**src/rtl/i2c_target_pkg.sv**
```systemverilog
// Shared state encoding and bus constants for the i2c_target_regs register target.
package i2c_target_pkg;

  typedef enum logic [3:0] {
    StIdle,
    StAddr,
    StAddrAck,
    StPtr,
    StPtrAck,
    StWr,
    StWrAck,
    StRd,
    StRdAck,
    StIgnore
  } state_e;

  localparam int unsigned RwBitPos  = 0;
  localparam logic        AckLevel  = 1'b0;
  localparam logic        NackLevel = 1'b1;

endpackage

```
**src/rtl/i2c_line_cond.sv**
```systemverilog
// Conditions one I2C line: 2-flop synchronizer, optional persistence filter (I2C_FILTER_EN),
// then an edge register producing single-cycle rise/fall pulses.
module i2c_line_cond
  import i2c_target_pkg::*;
#(
  parameter int unsigned FILTER_LEN = 4
) (
  input  logic clk_i,
  input  logic rst_i,
  input  logic line_i,
  output logic level_o,
  output logic rise_o,
  output logic fall_o
);

  logic [1:0] sync_q;
  logic       cond;
  logic       prev_q;

  // Idle I2C lines are high, so reset to 1 to avoid a false edge after reset.
  always_ff @(posedge clk_i or posedge rst_i) begin
    if (rst_i) begin
      sync_q <= 2'b11;
    end else begin
      sync_q <= {sync_q[0], line_i};
    end
  end

`ifdef I2C_FILTER_EN
  localparam int unsigned CntW = (FILTER_LEN > 1) ? $clog2(FILTER_LEN) : 1;

  logic [CntW-1:0] cnt_q;
  logic            filt_q;

  // Output follows the input only after FILTER_LEN consecutive differing samples.
  always_ff @(posedge clk_i or posedge rst_i) begin
    if (rst_i) begin
      cnt_q  <= '0;
      filt_q <= 1'b1;
    end else if (sync_q[1] == filt_q) begin
      cnt_q <= '0;
    end else if (cnt_q == CntW'(FILTER_LEN - 1)) begin
      cnt_q  <= '0;
      filt_q <= sync_q[1];
    end else begin
      cnt_q <= cnt_q + CntW'(1);
    end
  end

  assign cond = filt_q;
`else
  logic unused_filter_len;
  assign unused_filter_len = ^FILTER_LEN;
  assign cond = sync_q[1];
`endif

  always_ff @(posedge clk_i or posedge rst_i) begin
    if (rst_i) begin
      prev_q <= 1'b1;
    end else begin
      prev_q <= cond;
    end
  end

  assign level_o = cond;
  assign rise_o  = cond & ~prev_q;
  assign fall_o  = ~cond & prev_q;

endmodule

```
**src/rtl/i2c_target_regs.sv**
```systemverilog
// I2C target exposing a byte-addressed register space with an auto-incrementing pointer.
// Define I2C_FILTER_EN to add a FILTER_LEN-sample glitch filter on SCL and SDA.
module i2c_target_regs
  import i2c_target_pkg::*;
#(
  parameter logic [6:0]  DEV_ADDR   = 7'h50,
  parameter int unsigned REG_ADDR_W = 8,
  parameter int unsigned FILTER_LEN = 4
) (
  input  logic                  clk,
  input  logic                  rst,
  input  logic                  i2c_scl_i,
  output logic                  i2c_scl_o,
  output logic                  i2c_scl_t,
  input  logic                  i2c_sda_i,
  output logic                  i2c_sda_o,
  output logic                  i2c_sda_t,
  output logic [REG_ADDR_W-1:0] reg_addr,
  output logic [7:0]            reg_wdata,
  output logic                  reg_we,
  output logic                  reg_re,
  input  logic [7:0]            reg_rdata,
  output logic                  busy
);

  localparam logic [REG_ADDR_W-1:0] PtrOne = REG_ADDR_W'(1);

  logic scl_lvl, scl_rise, scl_fall;
  logic sda_lvl, sda_rise, sda_fall;

  i2c_line_cond #(.FILTER_LEN(FILTER_LEN)) u_scl_cond (
    .clk_i  (clk),
    .rst_i  (rst),
    .line_i (i2c_scl_i),
    .level_o(scl_lvl),
    .rise_o (scl_rise),
    .fall_o (scl_fall)
  );

  i2c_line_cond #(.FILTER_LEN(FILTER_LEN)) u_sda_cond (
    .clk_i  (clk),
    .rst_i  (rst),
    .line_i (i2c_sda_i),
    .level_o(sda_lvl),
    .rise_o (sda_rise),
    .fall_o (sda_fall)
  );

  state_e                state_q;
  logic [2:0]            bit_cnt_q;
  logic                  byte_done_q;  // 8 bits seen, next SCL fall starts the ACK phase
  logic                  rd_pend_q;    // read strobe issued, MSB goes out at next SCL fall
  logic                  rd_cap_q;
  logic                  rw_q;
  logic [7:0]            sh_q;
  logic [REG_ADDR_W-1:0] ptr_q;
  logic [REG_ADDR_W-1:0] reg_addr_q;
  logic [7:0]            reg_wdata_q;
  logic                  reg_we_q, reg_re_q, busy_q, sda_t_q;

  logic       start_det, stop_det;
  logic [7:0] rx_byte;

  assign start_det = sda_fall & scl_lvl;
  assign stop_det  = sda_rise & scl_lvl;
  assign rx_byte   = {sh_q[6:0], sda_lvl};

  always_ff @(posedge clk or posedge rst) begin
    if (rst) begin
      state_q     <= StIdle;
      bit_cnt_q   <= 3'd0;
      byte_done_q <= 1'b0;
      rd_pend_q   <= 1'b0;
      rd_cap_q    <= 1'b0;
      rw_q        <= 1'b0;
      sh_q        <= 8'h00;
      ptr_q       <= '0;
      reg_addr_q  <= '0;
      reg_wdata_q <= 8'h00;
      reg_we_q    <= 1'b0;
      reg_re_q    <= 1'b0;
      busy_q      <= 1'b0;
      sda_t_q     <= 1'b1;
    end else begin
      reg_we_q <= 1'b0;
      reg_re_q <= 1'b0;
      rd_cap_q <= reg_re_q;
      if (rd_cap_q) sh_q <= reg_rdata;

      if (start_det) begin
        state_q     <= StAddr;
        bit_cnt_q   <= 3'd0;
        byte_done_q <= 1'b0;
        rd_pend_q   <= 1'b0;
        sda_t_q     <= 1'b1;
        busy_q      <= 1'b1;
      end else if (stop_det) begin
        state_q     <= StIdle;
        byte_done_q <= 1'b0;
        rd_pend_q   <= 1'b0;
        sda_t_q     <= 1'b1;
        busy_q      <= 1'b0;
      end else begin
        unique case (state_q)
          StIdle, StIgnore: ;
          StAddr, StPtr, StWr: begin
            if (scl_rise && !byte_done_q) begin
              sh_q      <= rx_byte;
              bit_cnt_q <= bit_cnt_q + 3'd1;
              if (bit_cnt_q == 3'd7) begin
                byte_done_q <= 1'b1;
                if (state_q == StAddr) begin
                  if (sh_q[6:0] == DEV_ADDR && sh_q[6:0] != 7'd0) begin
                    rw_q <= rx_byte[RwBitPos];
                  end else begin
                    state_q     <= StIgnore;
                    byte_done_q <= 1'b0;
                    busy_q      <= 1'b0;
                  end
                end else if (state_q == StPtr) begin
                  ptr_q <= rx_byte[REG_ADDR_W-1:0];
                end else begin
                  reg_we_q    <= 1'b1;
                  reg_addr_q  <= ptr_q;
                  reg_wdata_q <= rx_byte;
                  ptr_q       <= ptr_q + PtrOne;
                end
              end
            end else if (scl_fall) begin
              if (byte_done_q) begin
                sda_t_q     <= AckLevel;
                byte_done_q <= 1'b0;
                state_q     <= (state_q == StAddr) ? StAddrAck :
                               (state_q == StPtr)  ? StPtrAck  : StWrAck;
              end else begin
                sda_t_q <= 1'b1;
              end
            end
          end
          StAddrAck, StRdAck: begin
            if (scl_rise && !rd_pend_q) begin
              if (state_q == StAddrAck && rw_q == 1'b0) begin
                state_q   <= StPtr;
                bit_cnt_q <= 3'd0;
              end else if (state_q == StRdAck && sda_lvl == NackLevel) begin
                state_q <= StIgnore;
              end else begin
                rd_pend_q <= 1'b1;
                reg_re_q  <= 1'b1;
                if (state_q == StRdAck) begin
                  ptr_q      <= ptr_q + PtrOne;
                  reg_addr_q <= ptr_q + PtrOne;
                end else begin
                  reg_addr_q <= ptr_q;
                end
              end
            end else if (scl_fall && rd_pend_q) begin
              rd_pend_q <= 1'b0;
              state_q   <= StRd;
              bit_cnt_q <= 3'd0;
              sda_t_q   <= sh_q[7];
            end
          end
          StPtrAck, StWrAck: begin
            if (scl_rise) begin
              state_q   <= StWr;
              bit_cnt_q <= 3'd0;
            end
          end
          StRd: begin
            if (scl_rise) begin
              bit_cnt_q <= bit_cnt_q + 3'd1;
              if (bit_cnt_q == 3'd7) byte_done_q <= 1'b1;
            end else if (scl_fall) begin
              if (byte_done_q) begin
                sda_t_q     <= 1'b1;
                byte_done_q <= 1'b0;
                state_q     <= StRdAck;
              end else begin
                sh_q    <= {sh_q[6:0], 1'b0};
                sda_t_q <= sh_q[6];
              end
            end
          end
          default: state_q <= StIdle;
        endcase
      end
    end
  end

  assign i2c_scl_o = 1'b0;
  assign i2c_scl_t = 1'b1;
  assign i2c_sda_o = 1'b0;
  assign i2c_sda_t = sda_t_q;
  assign reg_addr  = reg_addr_q;
  assign reg_wdata = reg_wdata_q;
  assign reg_we    = reg_we_q;
  assign reg_re    = reg_re_q;
  assign busy      = busy_q;

endmodule

```
**config.mk**
```make
export PLATFORM = sky130hd
export DESIGN_NAME = i2c_target_regs
export DESIGN_NICKNAME = d
export VERILOG_FILES = /design/src/rtl/i2c_target_pkg.sv /design/src/rtl/i2c_line_cond.sv /design/src/rtl/i2c_target_regs.sv
export SDC_FILE = /design/constraint.sdc
export NUM_CORES = 1
export LEC_CHECK = 0
export ABC_AREA = 1
export BUFFER_PORTS_ARGS = -buffer_cell sky130_fd_sc_hd__buf_2
export CAP_MARGIN = 30
export CORE_MARGIN = 2
export CORE_UTILIZATION = 35
export DETAILED_ROUTE_END_ITERATION = 10
export GPL_ROUTABILITY_DRIVEN = 0
export PLACE_DENSITY = 0.6
export SLEW_MARGIN = 20
export SYNTH_ARGS = -nofsm -noshare
export SYNTH_HDL_FRONTEND = slang
export SYNTH_HIERARCHICAL = 1
export SYNTH_SLANG_ARGS = --single-unit
```
**constraint.sdc**
```tcl
create_clock -name clk -period 2.21 [get_ports clk]
set_clock_uncertainty 0.2 [all_clocks]
set_input_delay 0.1105 -clock clk [delete_from_list [all_inputs] [get_ports clk]]
set_output_delay 0.1105 -clock clk [all_outputs]
set_load 0.005 [all_outputs]
```
==> results of run 1 <==
## through the flow
| step | worst slack, ps | hold WS (ps) | instances | util [%] | total power, mW |
|---|---|---|---|---|---|
| floorplan | 197.7 | -156.2 | 454 | - | 3.091 |
| global placement | 101.8 | -15.17 | 601 | 39.54 | 3.609 |
| detailed placement | 52.90 | -8.709 | 601 | 39.54 | 3.634 |
| CTS | 31.84 | 164.2 | 620 | 41.78 | 4.267 |
| global route | 28.40 | 165.8 | 620 | 42.00 | 4.681 |
| finish | 208.3 | 162.5 | 620 | 42.00 | 4.254 |
## cells in the mapped netlist (7+ instances only)
cell,n
a21oi_1,13
nand3_1,43
inv_2,7
nand2_1,152
o21ai_0,25
o211ai_1,7
dfrtp_1,46
nor2_4,7
nand2_2,7
nor2_1,48
dfstp_2,7
inv_1,40
## sequential cells by signal, indices dropped and copies added, names as in the netlist, 2 cells and up
signal / flops
ptr_q: 8
u_sda_cond/sync_q: 2
bit_cnt_q: 3
u_scl_cond/sync_q: 2
state_q: 4
reg_addr: 8
reg_wdata: 8
sh_q: 8
## power by group through the flow
stage / combinational, mW / sequential (mW) / clock (mW)
finish: 2.17 / 1.49 / 0.599
detailed placement: 2.13 / 1.51 / 0
global placement: 2.10 / 1.50 / 0
CTS: 2.15 / 1.49 / 0.625
global route: 2.49 / 1.53 / 0.657
floorplan: 1.64 / 1.45 / 0
## cells by family (layout without fill, tap and decap cells)
group	after synthesis	after routing	share of synthesized area, %
compound gates	55	55	9.394
fa+ha+maj	3	3	1.150
simple gates	278	278	39.49
xor+xnor	5	5	1.342
other cells	2	3	0.2301
buf+inv	57	112	7.477
flops	53	53	40.91
## worst max-delay path, cell delays in order, from the launching register on
cell and delay (ps):
dfstp_2 570, inv_1 70, nor2_4 130, nand2_1 90, inv_1 80, nand2_1 100, nand2_2 160, nand2_1 110
nor2_4 190, nand3_1 160, nand2_1 90
## worst paths after layout
kind	endpoint	depth (start not counted)
min	u_scl_cond/sync_q[1]	0
max reg2reg	reg_addr[5]	10
min reg2reg	u_scl_cond/sync_q[1]	0
max in group asynchronous	reg_wdata[0]	4
max	reg_addr[5]	10
min in group asynchronous	u_sda_cond/prev_q	3
## metal layers
layer	up-vias	wire (um)	GRT usage [%]	share of wire (%)
li1	1553	-	-	-
met1	1421	3812	22.27	47
met2	81	3904	28.76	48
met3	16	302	3.051	3.7
met4	0	163	6.217	2.0
met5	-	0	0	0
## layout make-up
cell class / count / share of cell area [%]
Multi-Input combinational cell: 344 / 44.37
Sequential cell: 53 / 34.73
Timing Repair Buffer: 57 / 10.16
Inverter: 47 / 4.655
Tap cell: 111 / 3.613
Clock buffer: 5 / 1.790
Clock inverter: 3 / 0.6836
## what timing repair did
action | in CTS | in global routing
hold buffers | 11 | 0
endpoints found under the setup margin | 0 | 38
setup buffers | 0 | 0
endpoints found under the hold margin | 48 | 0
gates resized for setup | 0 | 7
==> flow_summary_export.csv, run 1 <==
group,metric,value,unit
grt,grt_max_degree,36,
yosys,synth_edf_count,0,
yosys,yosysTopAreaCell,"dfrtp_1",
clock_network,clock-root-buffer,"clkbuf_8",
floorplan,die_area,0.01011,mm2
yosys,yosysWarnings,6,
timing,setup_tns,0,ps
route,routed_wl,8183,um
placed_design,dpl_cell_area,0.003618,mm2
yosys,synth_area,0.003263,mm2
cells_and_area,multi_input_area,0.001705,mm2
hold_path,hp-start,"u_scl_cond/sync_q[0]",
cells_and_area,fin_area,0.003844,mm2
timing,rsz0062_at_grt,"false",
yosys,ys_seq_elements,53,
setup_path,r2r-start,"u_scl_cond/sync_q[1]",
clock_network,cts_tree,"yes",
clock_network,cts_buffers,5,
setup_path,criticalPathCategory,"flop to flop",
cells_and_area,areaGrowthSynthToFinish,17.79,%
route,post_drt_wl_per_cell,13.20,um
clock_network,clkLatencyLatePin,330,ps
yosys,ys_top_cells_by_area,"dfrtp_1 (35%), nand2_1 (17%), nand3_1 (6.6%)",
cells_and_area,antenna_cells,0,
timing,tightest_slew,783.1,ps
clock_network,clockBufferDepth,2,
yosys,synthDistinctLibCells,33,
clock_network,cts.clk_slew.worst_paths,100,ps
power,power_density,1107,mW/mm2
timing,final_hold_viol_count,0,
cells_and_area,finish.net_count,523,
setup_path,cp-end-kind,"flop",
cells_and_area,seq_area,0.001335,mm2
outcome,status,"complete, no violations",
setup_path,cp_max_fo,6,
yosys,synth.avg_cell_area,7.203,um2
cells_and_area,final_common_cell,"nand2_1",
clock_network,htree_levels,2,
timing,period_needed,2002,ps
cells_and_area,layout_common_cells,"nand2_1 (151), nor2_1 (46), dfrtp_1 (46)",
floorplan,fp.coreArea,0.009153,mm2
setup_path,crit_path_start,"u_scl_cond/sync_q[1]",
grt,grt_use_total,17.18,%
route,drc_errors,0,
setup_path,crit_path_start_kind,"flop",
yosys,ys.flop_type,"dfrtp_1",
setup_path,critPathArrivalTime,2060,ps
placed_design,place_hpwl,6148,um
power,p_sw,2.010,mW
power,power.share.combinational,50.9,%
floorplan,die_h,100.6,um
route,vias,3071,
run,max_cap_viol_count,0,
power,switching_share,47.26,%
floorplan,num_io_pins,35,
floorplan,start_util,35.65,%
cells_and_area,drive_gt1_share,19.84,%
route,drt_first_pass_iters,5,
grt,grt_pass1_vias,2929,
timing,post-route-period-util,90.57,%
setup_path,worstPathRequired,2270,ps
route,antenna_left,0,
yosys,ys_seq_area_share,40.91,%
clock_network,cts_sinks,53,
power,power.share.clock,14.1,%
yosys,synth_top_area_share,35.28,%
timing,fmax,499.6,MHz
grt,antenna_found_initial,0,
power,p_int,2.244,mW
timing,slew_viol_final,0,
power,seq_power_share,35.0,%
timing,relSlewSlack,47.72,%
power,power_leakage,2.037,nW
floorplan,rows,35,
placed_design,io_buffers,31,
floorplan,die_w,100.6,um
grt,overflow,0,
power,ir_worst_vdd,0.3354,mV
timing,finalSetupViolCount,0,
yosys,synthCells,453,
yosys,synth-async-reset-ratio,100.0,%
cells_and_area,fillCellCount,961,
setup_path,reg2reg_slack,210,ps
route,initialDrtViolationCount,172,
hold_path,hold_path_class,"flop to flop",
route,viasPerCell,4.953,
grt,grt_pass1_wl,13770,um
Note: power is estimated with default switching activity, not from simulation.
==> run 2, diff against run 1 <==
- ABC_AREA: 1 -> not set
- clock period: 2.21 -> 2.3 ns (I/O delays scaled with it)
==> run 2 against run 1 <==
Against the previous run:
- register-to-register slack worse by 160 ps
- sequential power down 32%
- largest cell class unchanged
- largest power group is now sequential cells
- design area down 0.59%
- die area down 6.9%
==> flow_summary_export.csv, run 2 <==
group,metric,value,unit
power,power_leakage,1.758,nW
floorplan,die_area,0.009411,mm2
timing,tightest_slew,596.5,ps
clock_network,cts_sinks,53,
setup_path,worstPathRequired,2290,ps
timing,relSlewSlack,59.82,%
timing,rsz0062_at_grt,"true",
yosys,synth_area,0.003028,mm2
floorplan,rows,33,
yosys,synthDistinctLibCells,56,
placed_design,io_buffers,31,
route,initialDrtViolationCount,204,
cells_and_area,areaGrowthSynthToFinish,26.20,%
setup_path,critPathTopFamily,"simple AND/OR/NAND/NOR gates",
yosys,synth.avg_cell_area,9.582,um2
cells_and_area,drive_gt1_share,32.23,%
yosys,ys_seq_elements,53,
cells_and_area,finish.net_count,405,
clock_network,cts_buffers,5,
route,antenna_left,0,
setup_path,criticalPathCategory,"flop to flop",
grt,grt_use_total,15.85,%
clock_network,cts.clk_slew.worst_paths,100,ps
power,p_sw,458.6,uW
placed_design,place_hpwl,5428,um
setup_path,worstPathCellList,"nor2b_4 > buf_6 > nor2b_2 > and3_1 > and3_4 > inv_1 > a21oi_2 > mux2_4",
yosys,ys_seq_area_share,44.09,%
setup_path,critPathArrivalTime,2250,ps
yosys,synth.most_common_cell,"dfrtp_1",
timing,finalSetupViolCount,0,
hold_path,hold_path_class,"flop to flop",
yosys,synth_top_area_share,38.02,%
cells_and_area,layout_common_cells,"dfrtp_1 (46), nand2_1 (44), buf_4 (40)",
timing,final_hold_viol_count,0,
power,p_int,1.399,mW
yosys,ys.flop_type,"dfrtp_1",
timing,post-route-period-util,97.94,%
cells_and_area,seq_area,0.001335,mm2
timing,period_needed,2253,ps
cells_and_area,multi_input_area,0.001612,mm2
route,post_drt_wl_per_cell,14.65,um
floorplan,fp.coreArea,0.008299,mm2
yosys,synthCells,316,
clock_network,clock-root-buffer,"clkbuf_8",
power,power_density,486.1,mW/mm2
grt,grt_max_degree,27,
timing,fmax,443.9,MHz
setup_path,cp_max_fo,7,
floorplan,num_io_pins,35,
floorplan,die_w,97.01,um
yosys,ys_top_cells_by_area,"dfrtp_1 (38%), dfstp_2 (6.1%), nand2_1 (5.5%)",
grt,grt_pass1_wl,12540,um
floorplan,start_util,36.48,%
clock_network,clkLatencyLatePin,310,ps
cells_and_area,final_core_util,46.04,%
grt,antenna_found_initial,0,
timing,holdWs,163.8,ps
power,seq_power_share,54.8,%
timing,setup_tns,0,ps
route,viasPerCell,5.185,
setup_path,cp_slowest_cell,"dfstp_2",
power,ir_worst_vdd,0.2713,mV
floorplan,die_h,97.01,um
cells_and_area,antenna_cells,0,
route,drc_errors,0,
route,routed_wl,7266,um
setup_path,path_buf_inv,2,
power,power.share.clock,34.9,%
clock_network,cts_tree,"yes",
setup_path,crit_path_start_kind,"flop",
grt,overflow,0,
route,drt_first_pass_iters,4,
power,power.share.combinational,10.3,%
setup_path,slowest_delay,550,ps
route,vias,2572,
setup_path,cp-end-kind,"flop",
yosys,yosysWarnings,6,
cells_and_area,final_common_cell,"dfrtp_1",
clock_network,clockBufferDepth,2,
grt,grt_pass1_vias,2580,
power,switching_share,24.69,%
clock_network,htree_levels,2,
yosys,yosysTopAreaCell,"dfrtp_1",
timing,slew_viol_final,0,
yosys,synth-async-reset-ratio,100.0,%
outcome,status,"complete, no violations",
cells_and_area,fillCellCount,803,
yosys,synth_edf_count,0,
yosys,synth_commonest_cells,"dfrtp_1 (46), nand2_1 (44), nor2_1 (25)",
run,max_cap_viol_count,0,
-- run 2: changes by cell type in the layout (fill, tap and decap cells not counted), sizes merged, moves of 6 or more --
cell | before | now
mux2 | 0 | 12
nand2 | 162 | 44
o21ai | 27 | 17
nor2 | 62 | 26
a21oi | 14 | 27
nor2b | 0 | 6
nand3 | 45 | 14
mux2i | 0 | 13
inv | 48 | 7
and3 | 0 | 8
buf | 46 | 74
-- run 2: cell type report --
| class | instances | share of cell area, % |
|---|---|---|
| tap | 105 | 3.438 |
| timing repair buffer | 85 | 15.91 |
| multi-input combinational | 239 | 42.17 |
| clock buffer | 5 | 1.801 |
| inverter | 6 | 0.5894 |
| clock inverter | 3 | 1.146 |
| sequential | 53 | 34.94 |
-- run 2: path summary, 6_finish.rpt --
path                       cells after the start  slack, ps                  from              endpoint
setup / recovery                               8         50  u_scl_cond/sync_q[1]            state_q[0]
hold / removal                                 0        160  u_sda_cond/sync_q[0]  u_sda_cond/sync_q[1]
setup reg to reg                               8         50  u_scl_cond/sync_q[1]            state_q[0]
hold reg to reg                                0        160  u_sda_cond/sync_q[0]  u_sda_cond/sync_q[1]
max in group asynchronous                      4       1020                   rst           reg_addr[1]
min in group asynchronous                      3        200                   rst          reg_wdata[0]
-- run 2: timing repair --
item,4_1_cts,5_1_grt
resized for setup,2,7
hold buffers,11,0
hold endpoints to repair,39,0
buffers inserted,1,3
endpoints found under the setup margin,15,19
pin swaps,2,4
-- run 2: logic make-up after synthesis --
family,after synthesis,synth area share (%)
fa+ha+maj,3,1.240
simple gates,126,22.60
flops,53,44.09
mux,25,8.884
xor+xnor,10,2.893
buf+inv,25,4.091
other cells,2,0.2480
compound gates,72,15.95
-- run 2: metrics by stage --
| stage | setup WS [ps] | std cells | power [mW] | cell area, um2 |
|---|---|---|---|---|
| final | 47.28 | 496 | 1.857 | 3821 |
| after CTS | 6.928 | 493 | 1.874 | 3771 |
| after floorplan | 22.94 | 317 | 1.121 | 3049 |
| after global placement | -13.07 | 473 | 1.195 | 3533 |
| after detailed placement | -108.9 | 473 | 1.200 | 3533 |
| after global routing | -21.26 | 496 | 1.949 | 3821 |
-- run 2: worst register-to-register path, delay by kind of cell, from the launching register on --
family | cells | cell delay, ps
simple gates | 4 | 730
compound gates | 1 | 170
mux | 1 | 310
flops | 1 | 550
buf+inv | 2 | 200
-- run 2: power by group through the flow --
stage / clock network, mW / registers [mW] / logic (mW)
3_5_place_dp: 0 / 1.03 / 0.166
4_1_cts: 0.674 / 1.02 / 0.183
3_3_place_gp: 0 / 1.03 / 0.163
5_1_grt: 0.711 / 1.02 / 0.214
2_1_floorplan: 0 / 1.02 / 0.0969
6_report: 0.649 / 1.02 / 0.191
-- run 2: per-layer routing --
metal	share of wire (%)	track usage, %
met2	46	24.79
met4	0.92	2.817
met1	48	23.35
met5	0	0
met3	4.9	2.746
==> run 3, diff against run 2 <==
- CORE_MARGIN: 2 -> not set
==> run 3 against run 2 <==
Against the previous run:
- routed wire length grew 1.3%
- critical path depth unchanged
- via count about the same
- clock-buffer cell count is 1 higher
- first-iteration DRC count is 4.4% higher
- utilization fell by 0.72 points
- cell count fell by 1.0%
- global-route usage is 1.8 points higher
- critical path type unchanged
- largest power group unchanged
- highest routed layer unchanged
==> flow_summary_export.csv, run 3 (synthesized netlist as in run 2, its figures left out) <==
group,metric,value,unit
setup_path,worstPathCellList,"ha_1 > ha_1 > and3b_1 > a32o_2 > nand4_4 > nor3_4 > buf_6 > o221a_2",
cells_and_area,antenna_cells,0,
route,drt-met1-wl,3526,um
clock_network,cts_buffers,5,
setup_path,critPathTopFamily,"compound AO/OA/AOI/OAI gates",
run,max_cap_viol_count,0,
floorplan,fp.coreArea,0.008299,mm2
setup_path,cp_slowest_cell,"dfrtp_1",
clock_network,clkLatencyLatePin,320,ps
floorplan,die_h,95.01,um
clock_network,cts_sinks,53,
floorplan,die_area,0.009027,mm2
floorplan,start_util,36.48,%
setup_path,crit_top_cell,"ha_1",
cells_and_area,finish.net_count,400,
cells_and_area,fin_area,0.003761,mm2
setup_path,worstPathRequired,2320,ps
timing,final_hold_viol_count,0,
grt,grt_pass1_wl,12210,um
setup_path,crit_path_start_kind,"flop",
grt,antenna_found_initial,0,
clock_network,htree_levels,2,
setup_path,cp_max_fo,8,
timing,relSlewSlack,59.10,%
power,power_density,467.3,mW/mm2
setup_path,critPathArrivalTime,2280,ps
grt,grt_pass1_vias,2487,
timing,holdWs,123.7,ps
route,route.met3.wl,319,um
timing,setup_tns,0,ps
floorplan,num_io_pins,35,
timing,fmax,442.5,MHz
cells_and_area,fin_cells,491,
clock_network,clock-root-buffer,"clkbuf_8",
route,post_drt_wl_per_cell,15.00,um
outcome,status,"complete, no violations",
placed_design,io_buffers,31,
power,ir_worst_vdd,0.2869,mV
clock_network,clockBufferDepth,2,
cells_and_area,areaGrowthSynthToFinish,24.21,%
route,initialDrtViolationCount,213,
timing,slew_viol_final,0,
clock_network,cts_tree,"yes",
route,highest_layer,"met4",
hold_path,hold_path_class,"input pin to async pin",
timing,rsz0062_at_grt,"true",
route,drt_first_pass_iters,4,
cells_and_area,drive_gt1_share,31.09,%
route,routed_wl,7364,um
setup_path,reg2reg_slack,40,ps
placed_design,dpl_cell_area,0.003506,mm2
power,power_leakage,1.726,nW
placed_design,dp.cells,471,
cells_and_area,multi_input_area,0.001619,mm2
setup_path,slowest_delay,410,ps
timing,period_needed,2260,ps
setup_path,criticalPathCategory,"flop to flop",
route,wl_met2,3371,um
route,viasPerCell,5.234,
setup_path,path_buf_inv,1,
route,vias,2570,
timing,post-route-period-util,98.25,%
timing,finalSetupViolCount,0,
route,antenna_left,0,
grt,overflow,0,
cells_and_area,fillCellCount,807,
power,p_total,1.758,mW
clock_network,cts.clk_slew.worst_paths,110,ps
cells_and_area,layout_common_cells,"dfrtp_1 (46), nand2_1 (44), buf_4 (36)",
grt,grt_max_degree,20,
cells_and_area,seq_area,0.001335,mm2
route,drc_errors,0,
placed_design,place_hpwl,5351,um
floorplan,rows,33,
cells_and_area,final_common_cell,"dfrtp_1",
setup_path,cp-end-kind,"flop",
grt,grt_use_total,17.64,%
floorplan,die_w,95.01,um
timing,tightest_slew,607.0,ps
run 3: changes by cell type in the layout (fill, tap and decap cells not counted), sizes merged:
cell / previous run / this run
clkbuf: 5 / 6
bufinv: 1 / 0
buf: 74 / 69
run 3: area by class of cell:
| class | count | share of cell area, % |
|---|---|---|
| sequential | 53 | 35.50 |
| timing repair buffer | 80 | 15.07 |
| tap | 105 | 3.493 |
| clock inverter | 2 | 0.3659 |
| clock buffer | 6 | 1.929 |
| inverter | 6 | 0.5988 |
| multi-input combinational | 239 | 43.05 |
run 3: layer usage:
metal  global-route usage (%)  vias up
met1                    24.81     1243
li1                         -     1245
met2                    27.40       70
met3                    2.711       12
met4                    6.439        0
met5                        0        -
run 3: repair_timing:
action / 4_1_cts / 5_1_grt
resized for setup: 1 / 7
pin swaps: 0 / 2
hold endpoints to repair: 62 / 0
hold buffers: 11 / 0
buffers inserted: 0 / 1
setup endpoints to repair: 2 / 25
run 3: tightest hold or removal path: stages:
cell and delay (ps):
dlygate4sd3_1 530, buf_2 140, inv_2 280
run 3: metrics by stage:
step,util (%),setup WS [ps]
floorplan,-,22.94
global placement,42.24,55.72
detailed placement,42.24,2.589
CTS,44.64,29.02
global route,45.32,-28.50
finish,45.32,40.35
run 3: path summary, 6_finish.rpt:
| check | startpoint | to | cells after the start |
|---|---|---|---|
| setup / recovery | bit_cnt_q[0] | ptr_q[0] | 8 |
| hold / removal | rst | reg_wdata[1] | 3 |
| setup reg to reg | bit_cnt_q[0] | ptr_q[0] | 8 |
| hold reg to reg | u_scl_cond/sync_q[0] | u_scl_cond/sync_q[1] | 0 |
| max in group asynchronous | rst | i2c_sda_t | 4 |
| min in group clk | u_scl_cond/sync_q[0] | u_scl_cond/sync_q[1] | 0 |
run 3: power by group:
part | switching, mW | internal [mW] | leakage, nW
logic | 0.0933 | 0.0887 | 1.00
registers | 0.0410 | 0.976 | 0.678
clock network | 0.340 | 0.218 | 0.0456
total | 0.475 | 1.28 | 1.73
